**config.mk**
```make
export PLATFORM = sky130hd
export DESIGN_NAME = relu_share_arbiter
export DESIGN_NICKNAME = d
export VERILOG_FILES = /design/src/rtl/relu_share_arbiter.sv
export SDC_FILE = /design/constraint.sdc
export NUM_CORES = 1
export LEC_CHECK = 0
export CORE_MARGIN = 10
export CORE_UTILIZATION = 38
export DETAILED_ROUTE_END_ITERATION = 6
export GPL_TIMING_DRIVEN = 0
export PLACE_DENSITY = 0.87
export SYNTH_ARGS = -nofsm -noshare
export SYNTH_HDL_FRONTEND = slang
export SYNTH_SLANG_ARGS = --single-unit
```
**constraint.sdc**
```tcl
create_clock -name clk -period 5.97 [get_ports clk]
set_clock_uncertainty 0.05 [all_clocks]
set_input_delay 1.194 -clock clk [delete_from_list [all_inputs] [get_ports clk]]
set_output_delay 1.194 -clock clk [all_outputs]
set_load 0.02 [all_outputs]
```
**src/rtl/relu_share_arbiter.sv**
```systemverilog
// Round-robin share of one registered saturating-ReLU stage across a layer.
// Tags each result with its neuron index and pulses layer_done once all drain.
module relu_share_arbiter #(
  parameter  int NUM_NEURONS    = 4,
  parameter  int dataWidth      = 16,
  parameter  int weightIntWidth = 1,
  localparam int IDX_W          = $clog2(NUM_NEURONS)
) (
  input  logic                               clk,
  input  logic                               rst_n,
  input  logic [NUM_NEURONS-1:0]             req_valid,
  input  logic [NUM_NEURONS*2*dataWidth-1:0] req_data,
  output logic [NUM_NEURONS-1:0]             req_ready,
  output logic                               out_valid,
  input  logic                               out_ready,
  output logic [dataWidth-1:0]               out_data,
  output logic [IDX_W-1:0]                   out_idx,
  output logic                               layer_done
);

  localparam int XW = 2 * dataWidth;

  typedef enum logic {
    ACTIVE,
    DRAIN
  } state_e;

  state_e                 state_q, state_d;
  logic [NUM_NEURONS-1:0] served_q, served_d;
  logic [IDX_W-1:0]       ptr_q, ptr_d;
  logic                   out_valid_q, out_valid_d;
  logic [dataWidth-1:0]   out_data_q, out_data_d;
  logic [IDX_W-1:0]       out_idx_q, out_idx_d;
  logic                   layer_done_q, layer_done_d;

  logic [NUM_NEURONS-1:0] eligible;
  logic [NUM_NEURONS-1:0] grant;
  logic [IDX_W-1:0]       gidx;
  logic                   found;
  logic [IDX_W:0]         scan;
  logic                   accept;
  logic                   hs;
  logic                   consume;
  logic [XW-1:0]          sel_x;

  function automatic logic [dataWidth-1:0] relu(input logic [XW-1:0] x);
    logic [dataWidth-1:0] r;
    if (x[XW-1]) begin
      r = '0;
    end else if (|x[XW-1 -: weightIntWidth]) begin
      r = {1'b0, {(dataWidth-1){1'b1}}};
    end else begin
      r = x[XW-weightIntWidth-1 -: dataWidth];
    end
    return r;
  endfunction

  assign eligible = req_valid & ~served_q;

  // Scan ptr, ptr+1, ... with wrap; first eligible requester wins.
  always_comb begin
    grant = '0;
    gidx  = '0;
    found = 1'b0;
    scan  = '0;
    for (int k = 0; k < NUM_NEURONS; k++) begin
      scan = {1'b0, ptr_q} + (IDX_W+1)'(k);
      if (scan >= (IDX_W+1)'(NUM_NEURONS)) begin
        scan = scan - (IDX_W+1)'(NUM_NEURONS);
      end
      if (!found && eligible[scan[IDX_W-1:0]]) begin
        found                    = 1'b1;
        grant[scan[IDX_W-1:0]]   = 1'b1;
        gidx                     = scan[IDX_W-1:0];
      end
    end
  end

  assign accept    = ~out_valid_q | out_ready;
  assign hs        = out_valid_q & out_ready;
  assign req_ready = grant & {NUM_NEURONS{accept & rst_n & (state_q == ACTIVE)}};
  assign consume   = |req_ready;
  assign sel_x     = req_data[gidx*XW +: XW];

  always_comb begin
    state_d      = state_q;
    served_d     = served_q;
    ptr_d        = ptr_q;
    out_valid_d  = out_valid_q;
    out_data_d   = out_data_q;
    out_idx_d    = out_idx_q;
    layer_done_d = 1'b0;

    unique case (state_q)
      ACTIVE: begin
        if (consume) begin
          served_d = served_q | grant;
          if (gidx == IDX_W'(NUM_NEURONS-1)) begin
            ptr_d = '0;
          end else begin
            ptr_d = gidx + 1'b1;
          end
          if (&served_d) begin
            state_d = DRAIN;
          end
        end
      end
      DRAIN: begin
        // Final result leaving closes the layer; no grant this cycle.
        if (hs) begin
          served_d     = '0;
          ptr_d        = '0;
          layer_done_d = 1'b1;
          state_d      = ACTIVE;
        end
      end
      default: state_d = ACTIVE;
    endcase

    if (consume) begin
      out_valid_d = 1'b1;
      out_data_d  = relu(sel_x);
      out_idx_d   = gidx;
    end else if (hs) begin
      out_valid_d = 1'b0;
    end
  end

  always_ff @(posedge clk or negedge rst_n) begin
    if (!rst_n) begin
      state_q      <= ACTIVE;
      served_q     <= '0;
      ptr_q        <= '0;
      out_valid_q  <= 1'b0;
      out_data_q   <= '0;
      out_idx_q    <= '0;
      layer_done_q <= 1'b0;
    end else begin
      state_q      <= state_d;
      served_q     <= served_d;
      ptr_q        <= ptr_d;
      out_valid_q  <= out_valid_d;
      out_data_q   <= out_data_d;
      out_idx_q    <= out_idx_d;
      layer_done_q <= layer_done_d;
    end
  end

  assign out_valid  = out_valid_q;
  assign out_data   = out_data_q;
  assign out_idx    = out_idx_q;
  assign layer_done = layer_done_q;

endmodule

```
==> results of run 1 <==
==> cell usage after synthesis, drive strengths merged (2+ instances only) <==
cell / instances
mux2i: 19
nand2b: 6
a22o: 4
a221oi: 2
o2111ai: 16
nand2: 23
nand3: 4
nor2b: 4
or3: 3
ha: 8
nor3b: 3
o31ai: 3
nor3: 8
o21a: 2
o21ai: 19
nor2: 15
inv: 23
nor4bb: 2
buf: 10
clkbuf: 7
a211oi: 2
and3: 2
mux2: 17
dfrtp: 27
==> routing by layer <==
layer  up-vias  track usage
li1       1080            -
met1      1033        0.193
met2        72        0.258
met3         5       0.0467
met4         0       0.0270
met5         -            0
==> registers in the layout (all words and copies together) (netlist names) <==
register / flops
out_valid: 1
out_data: 16
ptr_q: 2
out_idx: 2
served_q: 4
layer_done: 1
state_q: 1
==> cell families (layout without fill, tap and decap cells) <==
logic type,Yosys count,after routing
flops,27,27
fa+ha+maj,8,8
simple gates,75,75
compound gates,54,54
mux,37,37
xor+xnor,1,1
buf+inv,40,142
==> path summary, 6_finish.rpt <==
check                              from           end  slack, ns  cells past startpoint
setup / recovery           req_valid[0]  req_ready[3]       0.96                      9
hold / removal               out_idx[0]    out_idx[0]       0.45                      2
setup reg to reg               ptr_q[1]      ptr_q[1]       2.46                     11
hold reg to reg              out_idx[0]    out_idx[0]       0.45                      2
max in group asynchronous         rst_n       state_q       4.53                      1
min in group asynchronous         rst_n   out_data[0]       0.89                      1
==> where the power goes <==
part | switching (mW) | internal, mW
sequential | 0.0612 | 0.262
clock | 0.0647 | 0.0476
combinational | 0.718 | 0.534
total | 0.844 | 0.844
==> area by class of cell <==
cell class              count  area, sq um  share of cell area
clock inverters             1         7.51             0.00226
multi-input cells         175         1360               0.409
well taps                  72         90.1              0.0271
repair buffers             98          976               0.293
clock buffers               3         41.3              0.0124
inverters                  23         86.3              0.0260
flip-flops and latches     27          676               0.203
plain buffers              17         88.8              0.0267
==> per-stage QoR <==
step	instances	cell area, sq um
after floorplan	242	2210
after global placement	412	3280
after detailed placement	412	3280
after CTS	416	3330
after global routing	416	3330
final	416	3330
==> worst min-delay path: stages, from the launching register on <==
cell and delay, ns:
dfrtp_1 0.36, nand2b_1 0.05, o21ai_1 0.06
==> flow_summary_export.csv, run 1 <==
group,metric,value,unit
cts,clkTransAtPathRegs,0.10,ns
setup_path,worstPathArrival,3.76,ns
yosys,synth_compound_area_frac,0.199,
setup_path,worst-path-buf-inv,3,
die,std_cell_rows,27,
power,p_total,1.69,mW
setup_path,worstSetupPathType,"primary input to output port",
routing,routedWlPerCell,17.4,um
yosys,yosysTopAreaCell,"dfrtp_1",
timing,slew_headroom,0.470,
yosys,ys_ff_latch,27,
timing,tightest_slew,0.795,ns
yosys,synth_xor_xnor_area_share,0.00396,
routing,num_vias,2190,
die,core_area,5570,sq um
setup_path,cp-start-kind,"primary input",
status,outcome,"finished clean",
yosys,synth_top_family_by_area,"compound AO/OA/AOI/OAI gates",
yosys,synth_edf_count,0,
yosys,synthesis.nets,385,
die,fp.dieH,96.3,um
yosys,synth_area,2210,sq um
setup_path,critPathTopFamily,"buffers and inverters",
routing,drc,0,
power,powerDensity,507,nW/um^2
timing,final.setup.worst_slack,0.962,ns
setup_path,critPathMaxStageDelay,0.64,ns
yosys,synth-simple-area-share,0.183,
yosys,synth.mux.area_fraction,0.184,
cts,clkSinkCount,27,
timing,setup_violations,0,
cts,cts.hold.buffers_added,0,
die,dieArea,9270,sq um
grt,grt-ovfl-total,0,
routing,routed_via_density,5.26,
power,leakagePower,1.43,nW
yosys,synth_cell_types,44,
setup_path,slowest_stage,"clkdlybuf4s50_1",
timing,slew_violations,0,
yosys,async_flop_share,1.00,
die,initial_core_util,0.397,
timing,fin_tns_setup,0,ns
setup_path,critPathMaxFanout,9,
grt,grt_start_max_net_pins,29,
grt,grt_pass1_wl,11600,um
setup_path,endpoint_kind,"output port",
setup_path,cp_cell_sequence,"clkdlybuf4s50_1 -> nor2b_1 -> buf_2 -> mux4_2 -> nor2_2 -> a22o_1 -> a221oi_2 -> nor2_1 -> clkdlybuf4s50_1",
flow_run,maxCapViolations,0,
timing,timing.final.crit_share,0.839,
die,fp.dieW,96.3,um
routing,route.met2.wl,3420,um
yosys,synth_fa_ha_area_frac,0.0453,
routing,wl_met1,2920,um
cts,ctsHtreeMaxLevel,1,
routing,wirelength,7220,um
place,gp_congestion,0.949,
grt,grt_pass1_vias,2319,
grt,grtUsageTotal,0.154,
cts,cts_tree,"built",
routing,drt-initial-drc-count,110,
routing,wl_met3,840,um
grt,antenna_found_initial,0,
cts,cts_buffers,3,
timing,hold_violations,0,
cts,root_buffer,"clkbuf_8",
yosys,synth_ff_type,"dfrtp_1",
timing,period_needed,5.01,ns
yosys,ys_seq_area_frac,0.306,
cts,cts_setup_buffers,0,
layout,fillers,502,
cts,clkLatencyLatePin,0.28,ns
yosys,syn_area_per_cell,9.14,sq um
yosys,synth_area_leaders,"dfrtp_1 (31%), mux2i_1 (8.6%), mux2_2 (8.1%)",
power,ir_worst_vdd,0.000281,V
yosys,synth_cells,242,
layout,drive_above_1_share,0.134,
layout,area_growth_syn_to_layout,50.4,%
hold_path,hp-class,"flop to flop",
layout,layout_commonest_cell,"clkdlybuf4s50_1",
routing,dr.pass1.iters,4,
cts,ctsLongestPathBuffers,2,
layout,n_antenna_cell,0,
layout,fin_util,0.597,
setup_path,cp_common_cell,"clkdlybuf4s50_1",
layout,finalNetCount,488,
timing,fmax,200,MHz
yosys,synth_warnings,0,
place,post-place-ws,0.803,ns
layout,layout_common_cells,"clkdlybuf4s50_1 (97), dfrtp_1 (27), nand2_1 (23)",
cts,cts.repair.resized,0,
setup_path,cp.required,4.73,ns
routing,drtAntennaViolNets,0,
yosys,yosysTopAreaCellShare,0.306,
place,port_buffers,98,
timing,holdWs,0.452,ns
routing,top_layer,"met4",
die,pin_count,159,
place,hpwl,5770,um
timing,rsz0062_at_grt,"false",
Note: power is estimated with default switching activity, not from simulation.
==> run 2, diff against run 1 <==
--- a/config.mk
+++ b/config.mk
@@ -6,10 +6,10 @@
 export NUM_CORES = 1
 export LEC_CHECK = 0
 export CORE_MARGIN = 10
-export CORE_UTILIZATION = 38
+export CORE_UTILIZATION = 35
 export DETAILED_ROUTE_END_ITERATION = 6
 export GPL_TIMING_DRIVEN = 0
-export PLACE_DENSITY = 0.87
+export PLACE_DENSITY = 0.81
 export SYNTH_ARGS = -nofsm -noshare
 export SYNTH_HDL_FRONTEND = slang
 export SYNTH_SLANG_ARGS = --single-unit
==> constraint.sdc (replaced) <==
create_clock -name clk -period 4.9 [get_ports clk]
set_clock_uncertainty 0.05 [all_clocks]
set_input_delay 0.98 -clock clk [delete_from_list [all_inputs] [get_ports clk]]
set_output_delay 0.98 -clock clk [all_outputs]
set_load 0.02 [all_outputs]
==> flow_summary_export.csv, run 2 (same netlist as run 1, synthesis figures left out) <==
group,metric,value,unit
power,p_sw,1.01,mW
grt,met2_usage,0.232,
setup_path,cp.required,3.87,ns
die,fp.dieH,99.5,um
routing,routed_via_density,5.10,
setup_path,critPathTopFamily,"buffers and inverters",
setup_path,worstSetupPathType,"primary input to output port",
hold_path,min_path_cells,2,
die,std_cell_rows,28,
layout,finalNetCount,488,
die,pin_count,159,
layout,layout_common_cells,"clkdlybuf4s50_1 (97), dfrtp_1 (27), nand2_1 (23)",
grt,grtUsageTotal,0.136,
routing,dr.pass1.iters,6,
setup_path,worstRegToRegCells,11,
cts,root_buffer,"clkbuf_8",
timing,period_needed,4.58,ns
power,powerDensity,613,nW/um^2
grt,grtUsageMet1,0.172,
power,ir_worst_vdd,0.000316,V
place,gp_congestion,0.867,
flow_run,maxCapViolations,0,
routing,drt-initial-drc-count,177,
power,pwr-share-seq,0.194,
cts,clkSinkCount,27,
place,port_buffers,98,
cts,cts_tree,"built",
power,p_sw_frac,0.496,
hold_path,hp-start,"out_idx[0]",
status,outcome,"finished clean",
setup_path,r2r_slack,1.47,ns
cts,clkLatencyLatePin,0.27,ns
setup_path,timing.rr.end,"ptr_q[1]",
timing,hold_violations,0,
hold_path,hp-class,"flop to flop",
place,post-place-ws,0.150,ns
routing,drtAntennaViolNets,0,
setup_path,critPathMaxFanout,10,
routing,routedWlPerCell,16.8,um
cts,cts_buffers,3,
power,clkPwrFrac,0.063,
layout,stdcell_count,419,
power,intPower,1.03,mW
setup_path,cp_common_cell,"clkdlybuf4s50_1",
layout,layout_commonest_cell,"clkdlybuf4s50_1",
timing,timing.final.crit_share,0.936,
setup_path,critPathMaxStageDelay,0.64,ns
power,leakagePower,1.44,nW
layout,n_antenna_cell,0,
place,hpwl,5730,um
cts,cts_setup_buffers,0,
setup_path,cp_cell_sequence,"clkdlybuf4s50_1 -> nor2b_1 -> buf_2 -> mux4_2 -> nor2_2 -> a22o_1 -> nor3_1 -> nor2_1 -> clkdlybuf4s50_1",
cts,cts.repair.resized,0,
timing,setup_violations,0,
setup_path,worst-path-stages,9,
routing,num_vias,2138,
cts,ctsLongestPathBuffers,2,
timing,tightest_slew,0.800,ns
timing,slew_headroom,0.467,
timing,final.setup.worst_slack,0.315,ns
grt,grt_pass1_vias,2216,
setup_path,rr_startpoint,"ptr_q[1]",
timing,rsz0062_at_grt,"false",
layout,ff_latch_area,676,sq um
grt,antenna_found_initial,0,
hold_path,hold_end,"out_idx[0]",
layout,area_growth_syn_to_layout,50.5,%
layout,largest_reg_flops,16,
setup_path,cp-start-kind,"primary input",
place,dp.cells,415,
cts,cts.hold.buffers_added,0,
grt,grt_start_max_net_pins,29,
grt,grt_util_met3,0.0388,
timing,holdWs,0.469,ns
die,core_area,6030,sq um
grt,grt-ovfl-total,0,
cts,clkTransAtPathRegs,0.09,ns
grt,busiest_layer,"met2",
layout,fillers,564,
setup_path,worstPathArrival,3.55,ns
setup_path,endpoint_kind,"output port",
setup_path,slowest_stage,"clkdlybuf4s50_1",
timing,fmax,218,MHz
setup_path,worst-path-buf-inv,3,
cts,ctsHtreeMaxLevel,1,
routing,wirelength,7050,um
layout,multi_input_area,1360,sq um
die,fp.dieW,99.5,um
timing,slew_violations,0,
grt,grt_pass1_wl,11400,um
routing,drc,0,
layout,drive_above_1_share,0.134,
layout,fin_util,0.552,
power,comb_power_share,0.743,
timing,fin_tns_setup,0,ns
die,dieArea,9900,sq um
die,initial_core_util,0.367,
run 2: layout make-up:
cell class | count | share of cell area
Inverter | 23 | 0.0259
Sequential cell | 27 | 0.203
Buffer | 17 | 0.0267
Timing Repair Buffer | 98 | 0.293
Clock buffer | 3 | 0.0124
Tap cell | 75 | 0.0282
Clock inverter | 1 | 0.00150
Multi-Input combinational cell | 175 | 0.409
run 2: stage by stage:
step / power, mW / area (sq um)
floorplan: 1.45 / 2210
global placement: 1.89 / 3290
detailed placement: 1.92 / 3290
CTS: 2.06 / 3330
global route: 2.23 / 3330
finish: 2.04 / 3330
run 2: routing by layer:
metal / part of all wire / vias up
met5: 0 / -
met4: 0.0014 / 0
met3: 0.065 / 2
met2: 0.48 / 68
met1: 0.45 / 989
li1: - / 1079
run 2: worst register-to-register path, stage by stage (launching register included):
cell and delay [ns]:
dfrtp_1 0.55, inv_1 0.19, ha_1 0.30, buf_2 0.18
and4b_4 0.23, nor4_4 0.37, nor3b_2 0.45, a221oi_2 0.15
a41oi_2 0.29, clkbuf_1 0.40, nand2_1 0.12, o31ai_2 0.08
run 2: worst max-delay path by stage:
stage | endpoint | startpoint
global route | req_ready[3] | ptr_q[1]
global placement | req_ready[0] | rst_n
CTS | req_ready[0] | rst_n
detailed placement | req_ready[0] | rst_n
finish | req_ready[0] | req_valid[1]
floorplan | req_ready[2] | req_valid[1]
run 2: power by group through the flow:
stage	combinational [mW]	clock, mW	sequential [mW]
floorplan	0.985	0	0.462
global placement	1.50	0	0.395
detailed placement	1.52	0	0.399
CTS	1.53	0.135	0.394
global route	1.68	0.144	0.407
finish	1.52	0.128	0.395
==> run 3, diff against run 2 <==
==> constraint.sdc (replaced) <==
create_clock -name clk -period 5.1 [get_ports clk]
set_clock_uncertainty 0.05 [all_clocks]
set_input_delay 1.02 -clock clk [delete_from_list [all_inputs] [get_ports clk]]
set_output_delay 1.02 -clock clk [all_outputs]
set_load 0.02 [all_outputs]
==> results of run 3 <==
Same layout as run 2 (identical final DEF). Status: finished clean.
Among the figures that moved: setup slack after placement 0.150 ns -> 0.270 ns; setup slack after layout 0.315 ns -> 0.435 ns; register-to-register setup slack 1.47 ns -> 1.67 ns; total power 2.04 mW -> 1.96 mW; worst IR drop on VDD 0.000316 V -> 0.000303 V
